### config.mk
export PLATFORM = sky130hd
export DESIGN_NAME = halfband_dec_pcm
export DESIGN_NICKNAME = d
export VERILOG_FILES = /design/src/rtl/halfband_dec_pcm.sv
export SDC_FILE = /design/constraint.sdc
export NUM_CORES = 1
export LEC_CHECK = 0
export CORE_ASPECT_RATIO = 1.2
export CORE_MARGIN = 8
export CORE_UTILIZATION = 65
export DETAILED_ROUTE_END_ITERATION = 10
export PLACE_DENSITY = 0.86
export SYNTH_ARGS = -nofsm -noshare
export SYNTH_HDL_FRONTEND = slang
export SYNTH_SLANG_ARGS = --single-unit
### constraint.sdc
create_clock -name clk -period 26.6 [get_ports clk]
set_input_delay 2.66 -clock clk [delete_from_list [all_inputs] [get_ports clk]]
set_output_delay 2.66 -clock clk [all_outputs]
set_load 0.02 [all_outputs]
### src/rtl/halfband_dec_pcm.sv
// 11-tap halfband decimate-by-2 filter, one shared multiplier, round + optional clamp (HALFBAND_DEC_SAT_EN).
// Latency: out_valid 5 cycles after the phase-1 accept; one output per two accepted inputs.
// Backpressure: in_ready is low while the MAC/OUT sequence runs; the output has no stall path.
module halfband_dec_pcm (
    input  logic               clk,
    input  logic               rst,
    input  logic signed [23:0] in,
    input  logic               in_valid,
    output logic               in_ready,
    output logic signed [23:0] out,
    output logic               out_valid
);
    typedef enum logic [1:0] {S_IDLE, S_MAC, S_OUT} state_t;

    state_t             state_q, state_d;
    logic [1:0]         k_q, k_d;
    logic               phase_q, phase_d;
    logic signed [23:0] d_q [11];
    logic signed [23:0] d_d [11];
    logic signed [45:0] acc_q, acc_d;
    logic signed [23:0] out_q, out_d;
    logic               out_valid_q, out_valid_d;

    logic signed [24:0] pre_add;
    logic signed [17:0] coef;
    logic signed [42:0] prod;
    logic signed [45:0] acc_sum;
    logic signed [23:0] res;
    logic               accept;

    assign in_ready  = (state_q == S_IDLE) && !rst;
    assign accept    = in_valid && in_ready;
    assign out       = out_q;
    assign out_valid = out_valid_q && !rst;

    // Symmetric taps share one multiply; odd taps other than the centre are zero.
    always_comb begin
        pre_add = '0;
        coef    = '0;
        case (k_q)
            2'd0: begin
                pre_add = 25'(d_q[0]) + 25'(d_q[10]);
                coef    = 18'sd2048;
            end
            2'd1: begin
                pre_add = 25'(d_q[2]) + 25'(d_q[8]);
                coef    = -18'sd10240;
            end
            2'd2: begin
                pre_add = 25'(d_q[4]) + 25'(d_q[6]);
                coef    = 18'sd40960;
            end
            default: begin
                pre_add = 25'(d_q[5]);
                coef    = 18'sd65536;
            end
        endcase
        prod    = 43'(pre_add) * 43'(coef);
        acc_sum = acc_q + 46'(prod);
    end

`ifdef HALFBAND_DEC_SAT_EN
    logic signed [28:0] r_full;

    always_comb begin
        r_full = 29'((acc_sum + 46'sd65536) >>> 17);
        if (r_full > 29'sd8388607) begin
            res = 24'h7FFFFF;
        end else if (r_full < -29'sd8388608) begin
            res = 24'h800000;
        end else begin
            res = r_full[23:0];
        end
    end
`else
    always_comb begin
        res = 24'((acc_sum + 46'sd65536) >>> 17);
    end
`endif

    always_comb begin
        state_d     = state_q;
        k_d         = k_q;
        phase_d     = phase_q;
        d_d         = d_q;
        acc_d       = acc_q;
        out_d       = out_q;
        out_valid_d = 1'b0;
        case (state_q)
            S_IDLE: begin
                if (accept) begin
                    d_d[0] = in;
                    for (int i = 1; i < 11; i++) begin
                        d_d[i] = d_q[i-1];
                    end
                    phase_d = !phase_q;
                    if (phase_q) begin
                        state_d = S_MAC;
                        k_d     = 2'd0;
                        acc_d   = '0;
                    end
                end
            end
            S_MAC: begin
                acc_d = acc_sum;
                k_d   = k_q + 2'd1;
                if (k_q == 2'd3) begin
                    state_d     = S_OUT;
                    out_d       = res;
                    out_valid_d = 1'b1;
                end
            end
            S_OUT: begin
                state_d = S_IDLE;
            end
            default: begin
                state_d = S_IDLE;
            end
        endcase
    end

    always_ff @(posedge clk) begin
        if (rst) begin
            state_q     <= S_IDLE;
            k_q         <= '0;
            phase_q     <= 1'b0;
            acc_q       <= '0;
            out_q       <= '0;
            out_valid_q <= 1'b0;
            for (int i = 0; i < 11; i++) begin
                d_q[i] <= '0;
            end
        end else begin
            state_q     <= state_d;
            k_q         <= k_d;
            phase_q     <= phase_d;
            acc_q       <= acc_d;
            out_q       <= out_d;
            out_valid_q <= out_valid_d;
            d_q         <= d_d;
        end
    end
endmodule

## After elaboration in Yosys (flattened, before gate mapping)

Index checks and enable logic that the tools add are counted.

- Add/subtract/negate cells: 6
- $mul: 1
- Equality and inequality tests: 7
- Muxes and demuxes: 13
- Bitwise logic cells: 1
- Reductions and logical operators: 13

Operator list:

| cell | number |
|---|---|
| 46-bit two-way mux | 2 |
| 46-bit one-hot mux with 2 select lines | 1 |
| 24-bit by 24-bit adder with 25-bit output | 3 |
| 25-bit one-hot mux with 3 select lines | 1 |
| 18-bit one-hot mux with 3 select lines | 1 |
| 46-bit by 43-bit adder with 46-bit output | 1 |
| 25-bit by 18-bit multiplier with 43-bit output | 1 |
| 41-bit by 18-bit adder with 41-bit output, second input constant | 1 |
| 2-bit two-way mux | 5 |
| 2-bit one-hot mux with 2 select lines | 2 |
| 2-bit inequality test, second input constant | 3 |
| 3-bit AND reduction | 2 |
| 2-bit by 1-bit == test with 1-bit output, second input constant | 2 |
| 2-bit == test, second input constant | 2 |
| 2-bit zero test | 2 |
| 2-bit AND reduction | 2 |
| 1-bit logical AND | 3 |
| 2-bit by 1-bit adder with 2-bit output, second input constant | 1 |
| 1-bit zero test | 2 |
| 2-bit nonzero test | 1 |
| 2-bit OR reduction | 1 |
| 1-bit two-way mux | 1 |
| 1-bit inverter | 1 |

- Flip-flop bits (word level): 340
- Input bits: 27
- Output and inout port bits: 26
- Word-level logic and storage cells: 58

## Depth between registers and ports, before layout

- Depth after elaboration: 5
- Depth in mapped cells: 37
- Gate-level depth less buffers: 36

## Worst setup path before layout

No wires, ideal clock.

- Path type: flip-flop to flip-flop
- From: reg d_q[96] (netlist bit)
- To: reg out_q[23], in the netlist out[23]
- Library setup time: 95 ps
- Arrival time: 8760 ps
- Data required time: 26505 ps
- Slack: 17745 ps
- Cell stages (with the launch flop): 35
- Buffers on the path: 0
- Period minus slack after synthesis: 8855 ps
- Cell sequence: dfxtp_1 -> ha_1 -> inv_1 -> fa_1 -> nor2b_1 -> o31a_1 -> o2111ai_1 -> a21oi_1 -> o311a_1 -> o31ai_1 -> a21oi_1 -> xor2_1 -> a221oi_1 -> a21boi_1 -> nor3_1 -> fa_1 -> fa_1 -> fa_1 -> fa_1 -> inv_1 -> fa_1 -> inv_1 -> ha_1 -> ha_1 -> ha_1 -> a21o_1 -> a21o_1 -> a221o_1 -> a21oi_1 -> a21oi_1 -> o31ai_1 -> or4bb_1 -> a2111oi_2 -> nand2_1 -> o311ai_1

- Word-level cells in the longest chain between the ends: 5

RTL lines:

| item | line | source |
|---|---|---|
| start: declaration | 18 | `logic signed [23:0] d_q [11];` |
| start signal: indexed assignment | 131 | `d_q[i] <= '0;` |
| start signal: assignment | 140 | `d_q <= d_d;` |
| 24-bit by 24-bit adder with 25-bit output | 50 | `pre_add = 25'(d_q[4]) + 25'(d_q[6]);` |
| 25-bit one-hot mux with 3 select lines | 40 | `case (k_q)` |
| 25-bit by 18-bit multiplier with 43-bit output | 58 | `prod = 43'(pre_add) * 43'(coef);` |
| 46-bit by 43-bit adder with 46-bit output | 59 | `acc_sum = acc_q + 46'(prod);` |
| 41-bit by 18-bit adder with 41-bit output | 77 | `res = 24'((acc_sum + 46'sd65536) >>> 17);` |
| end signal: assignment | 138 | `out_q <= out_d;` |
| end: declaration | 21 | `logic signed [23:0] out_q, out_d;` |

Every way passes these cells.
A chain may end at the register's enable or synchronous reset.

## Worst setup path in the final report

- From: reg d_q[0] (netlist bit)
- To: reg out_q[23], in the netlist out[23]

- Word-level cells in the longest chain between the ends: 5

RTL lines:

| item | line | source |
|---|---|---|
| 24-bit by 24-bit adder with 25-bit output | 42 | `pre_add = 25'(d_q[0]) + 25'(d_q[10]);` |
| 25-bit one-hot mux with 3 select lines | 40 |  |
| 25-bit by 18-bit multiplier with 43-bit output | 58 |  |
| 46-bit by 43-bit adder with 46-bit output | 59 |  |
| 41-bit by 18-bit adder with 41-bit output | 77 |  |

Every way passes these cells.

==> out/metrics.yaml <==
max_clock_freq_ghz: 0.0999
final_skew_ns: 0.0167
cts_resized: 0
ys_types: 86
hpwl_um: 42700
die_width_um: 189
grt_antenna_before_repair: 0
htree_num_levels: 2
critPathKind: "flop to flop"
floorplan.io_pins: 53
startpoint_type: "flop"
timing.final.setup_violations: 0
post-cts-setup-buffer-count: 0
antenna_cells: 0
die_h_um: 224
vdd.ir_drop.worst_mv: 0.0412
post-route-worst-setup-slack_ns: 16.59
via_count_of_the_first_global_routing_pass: 19300
timing.critical_path.slowest_stage_cell: "sky130_fd_sc_hd__fa_1"
outcome: "completed"
cts-root-to-sink-buffers: 3
hold_buffers: 0
drtIter0Drc: 1608
drv_slew: 0
drive_gt1_frac: 0.0386
regToRegStartpoint: "d_q[0]$_SDFFE_PP0P_"
via_per_inst: 5.89
holdWs_ns: 0.451
post_synth_inst_count: 2805
synth_largest_area_cell: "sky130_fd_sc_hd__dfxtp_1"
effective_utilization_at_floorplan: 0.654
core-area_um2: 35700
die-area_um2: 42200
synth-edff-count: 0
timing.slew.headroom: 0.298
synthTopCellsByArea: "sky130_fd_sc_hd__dfxtp_1 28%, sky130_fd_sc_hd__fa_1 13%, sky130_fd_sc_hd__ha_1 11%"
timing.critical_path.fanout_max: 9
first_pass_iters: 8
count_of_buffers_from_port_buffering: 52
worst_pin_slew_ns: 1.05
launching_element_of_the_worst_setup_path: "d_q[0]$_SDFFE_PP0P_"
min_period_over_period: 0.376
min-delay-path-class: "flop to flop"
detail-route-antenna-nets: 0
route.final.wire_length_um: 58400
clock_tree_from_tritoncts: "yes"
holdCritStartpoint: "d_q[238]$_SDFFE_PP0P_"
power.density_nw_per_um2: 47.2
pin_count_of_the_biggest_net_entering_global_routing: 177
flow.area_growth_from_synthesis_pct: 8.06
overflow: 0
drc: 0
grt_util_all_layers: 0.274
clk_pin_slew_worst_paths_ns: 0.06
tns_setup_ns: 0
synth_nets: 3178
postSynth.topFlopCell: "sky130_fd_sc_hd__dfxtp_1"
finalWeightedCongestion: 0.960
asyncSetResetFlopFracSynth: 0
critPathMaxStageDelay_ns: 0.56
syn_area_um2: 23300
ys_warn_count: 0
minimum_clock_period_ns: 10.01
fin_nets: 3141
rows: 76
numCtsBuffers: 35
timing.critical_path.to_type: "flop"
grt_first_pass_wirelength_um: 96600
synthesized_flop_and_latch_total: 324
setup_repair_after_global_routing_missed_its_margin: "no"
clk-insertion-delay-late_ns: 0.54
cts_num_sinks: 324
root_buffer: "sky130_fd_sc_hd__clkbuf_16"
timing_hold_violations_final: 0
post-synth-top-area-fraction: 0.278
power_leakage_nw: 10.9
dp_worst_setup_slack_ns: 16.75
cell_type_with_the_highest_occurrence_count_on_the_critical_path: "sky130_fd_sc_hd__fa_1"
drv_cap: 0
critPathArrivalTime_ns: 10.45
timing.reg2reg.setup_slack_ns: 16.59
worstPathRequired_ns: 27.04
wire_per_inst_um: 17.9
num_vias: 19200
yosysSeqAreaShare: 0.278
syn_area_per_cell_um2: 8.32
## registers in the layout (all words and copies together), names as in the netlist
register,cells
out_valid_q,1
phase_q,1
acc_q,30
state_q,2
k_q,2
d_q,264
out,24
## power breakdown
group,switching [mW],internal (mW),leakage [nW]
combinational,0.113,0.0704,7.67
clock,0.214,0.293,0.587
sequential,0.00722,0.493,2.62
## critical path, delay by kind of cell (launching register included)
kind | cells | cell delay (ns)
AOI/OAI and AO/OA | 16 | 3.96
and+or+nand+nor | 5 | 1.23
adders and majority gates | 10 | 4.25
buffers and inverters | 3 | 0.14
DFF | 1 | 0.31
## cells by family after synthesis
kind of cell    count (synthesis)  synth area share
compound gates                679             0.181
xor+xnor                      104            0.0400
fa+ha+maj                     346             0.234
buf+inv                       360            0.0586
flops                         324             0.278
mux                             7           0.00306
simple gates                  985             0.206
## cells in the mapped netlist, types with 5 or more instances
cell type,number
sky130_fd_sc_hd__a21oi_1,109
sky130_fd_sc_hd__and2_1,42
sky130_fd_sc_hd__clkbuf_1,128
sky130_fd_sc_hd__xor2_1,39
sky130_fd_sc_hd__o21ai_0,284
sky130_fd_sc_hd__a22oi_1,32
sky130_fd_sc_hd__buf_1,7
sky130_fd_sc_hd__buf_2,6
sky130_fd_sc_hd__a31o_2,5
sky130_fd_sc_hd__inv_1,214
sky130_fd_sc_hd__nor4_1,5
sky130_fd_sc_hd__nor2_1,169
sky130_fd_sc_hd__or3_1,10
sky130_fd_sc_hd__nand2b_1,260
sky130_fd_sc_hd__and3_1,10
sky130_fd_sc_hd__fa_1,150
sky130_fd_sc_hd__o31a_1,5
sky130_fd_sc_hd__a211o_1,8
sky130_fd_sc_hd__a221oi_1,9
sky130_fd_sc_hd__a31oi_1,12
sky130_fd_sc_hd__o221ai_1,7
sky130_fd_sc_hd__xnor2_1,63
sky130_fd_sc_hd__o22ai_1,5
sky130_fd_sc_hd__dfxtp_1,324
sky130_fd_sc_hd__nand3b_1,6
sky130_fd_sc_hd__a21o_1,32
sky130_fd_sc_hd__mux2i_1,6
sky130_fd_sc_hd__o21a_1,30
sky130_fd_sc_hd__a211oi_1,42
sky130_fd_sc_hd__nand4_1,9
sky130_fd_sc_hd__ha_1,196
sky130_fd_sc_hd__o211ai_1,16
sky130_fd_sc_hd__nand2_1,374
sky130_fd_sc_hd__nand3_1,29
sky130_fd_sc_hd__o21ai_1,8
sky130_fd_sc_hd__nor3_1,28
sky130_fd_sc_hd__nor2b_1,21
sky130_fd_sc_hd__o31ai_1,26
## layout by cell type, fill, tap and decap left out, drive strengths merged, types with 12 or more instances in the layout
cell           instances
a31oi                 12
o211ai                16
a21o                  32
nand3                 30
inv                  216
xnor2                 63
a211oi                44
nor2                 170
clkbuf                50
xor2                  40
o21a                  30
a21oi                110
nand2b               260
ha                   196
buf                   16
nor2b                 22
o21ai                293
clkinv                14
a22oi                 33
clkdlybuf4s50         51
nand2                374
dfxtp                324
o31ai                 26
fa                   150
and2                  42
nor3                  29
## per-layer routing
layer	global-route usage	up-vias	wire [um]
met5	0	-	0
met3	0.0341	160	3210
met1	0.344	9071	24500
met2	0.471	626	28300
met4	0.113	0	2350
li1	-	9362	-
## stage by stage
step | std cells | instance area [um2] | total power [mW] | util
3_3_place_gp | 3199 | 24000 | 0.685 | 0.674
4_1_cts | 3263 | 25200 | 1.19 | 0.707
6_report | 3263 | 25200 | 1.19 | 0.707
2_1_floorplan | 2805 | 23300 | 0.648 | -
3_5_place_dp | 3199 | 24000 | 0.691 | 0.674
5_1_grt | 3263 | 25200 | 1.24 | 0.707
## cell type report
cell class | instances | area (um2)
tap | 468 | 586
fill | 2822 | 10400
clock buffer | 49 | 1030
multi-input combinational | 2121 | 15500
sequential | 324 | 6490
timing repair buffer | 68 | 644
clock inverter | 15 | 158
inverter | 218 | 818
## final timing paths
check                                        endpoint  cells after the start
worst min-delay path            d_q[214]$_SDFFE_PP0P_                      2
worst min register to register  d_q[214]$_SDFFE_PP0P_                      2
worst max-delay path             out[23]$_SDFFE_PP0P_                     34
worst max register to register   out[23]$_SDFFE_PP0P_                     34
(Power assumes the default switching activity.)
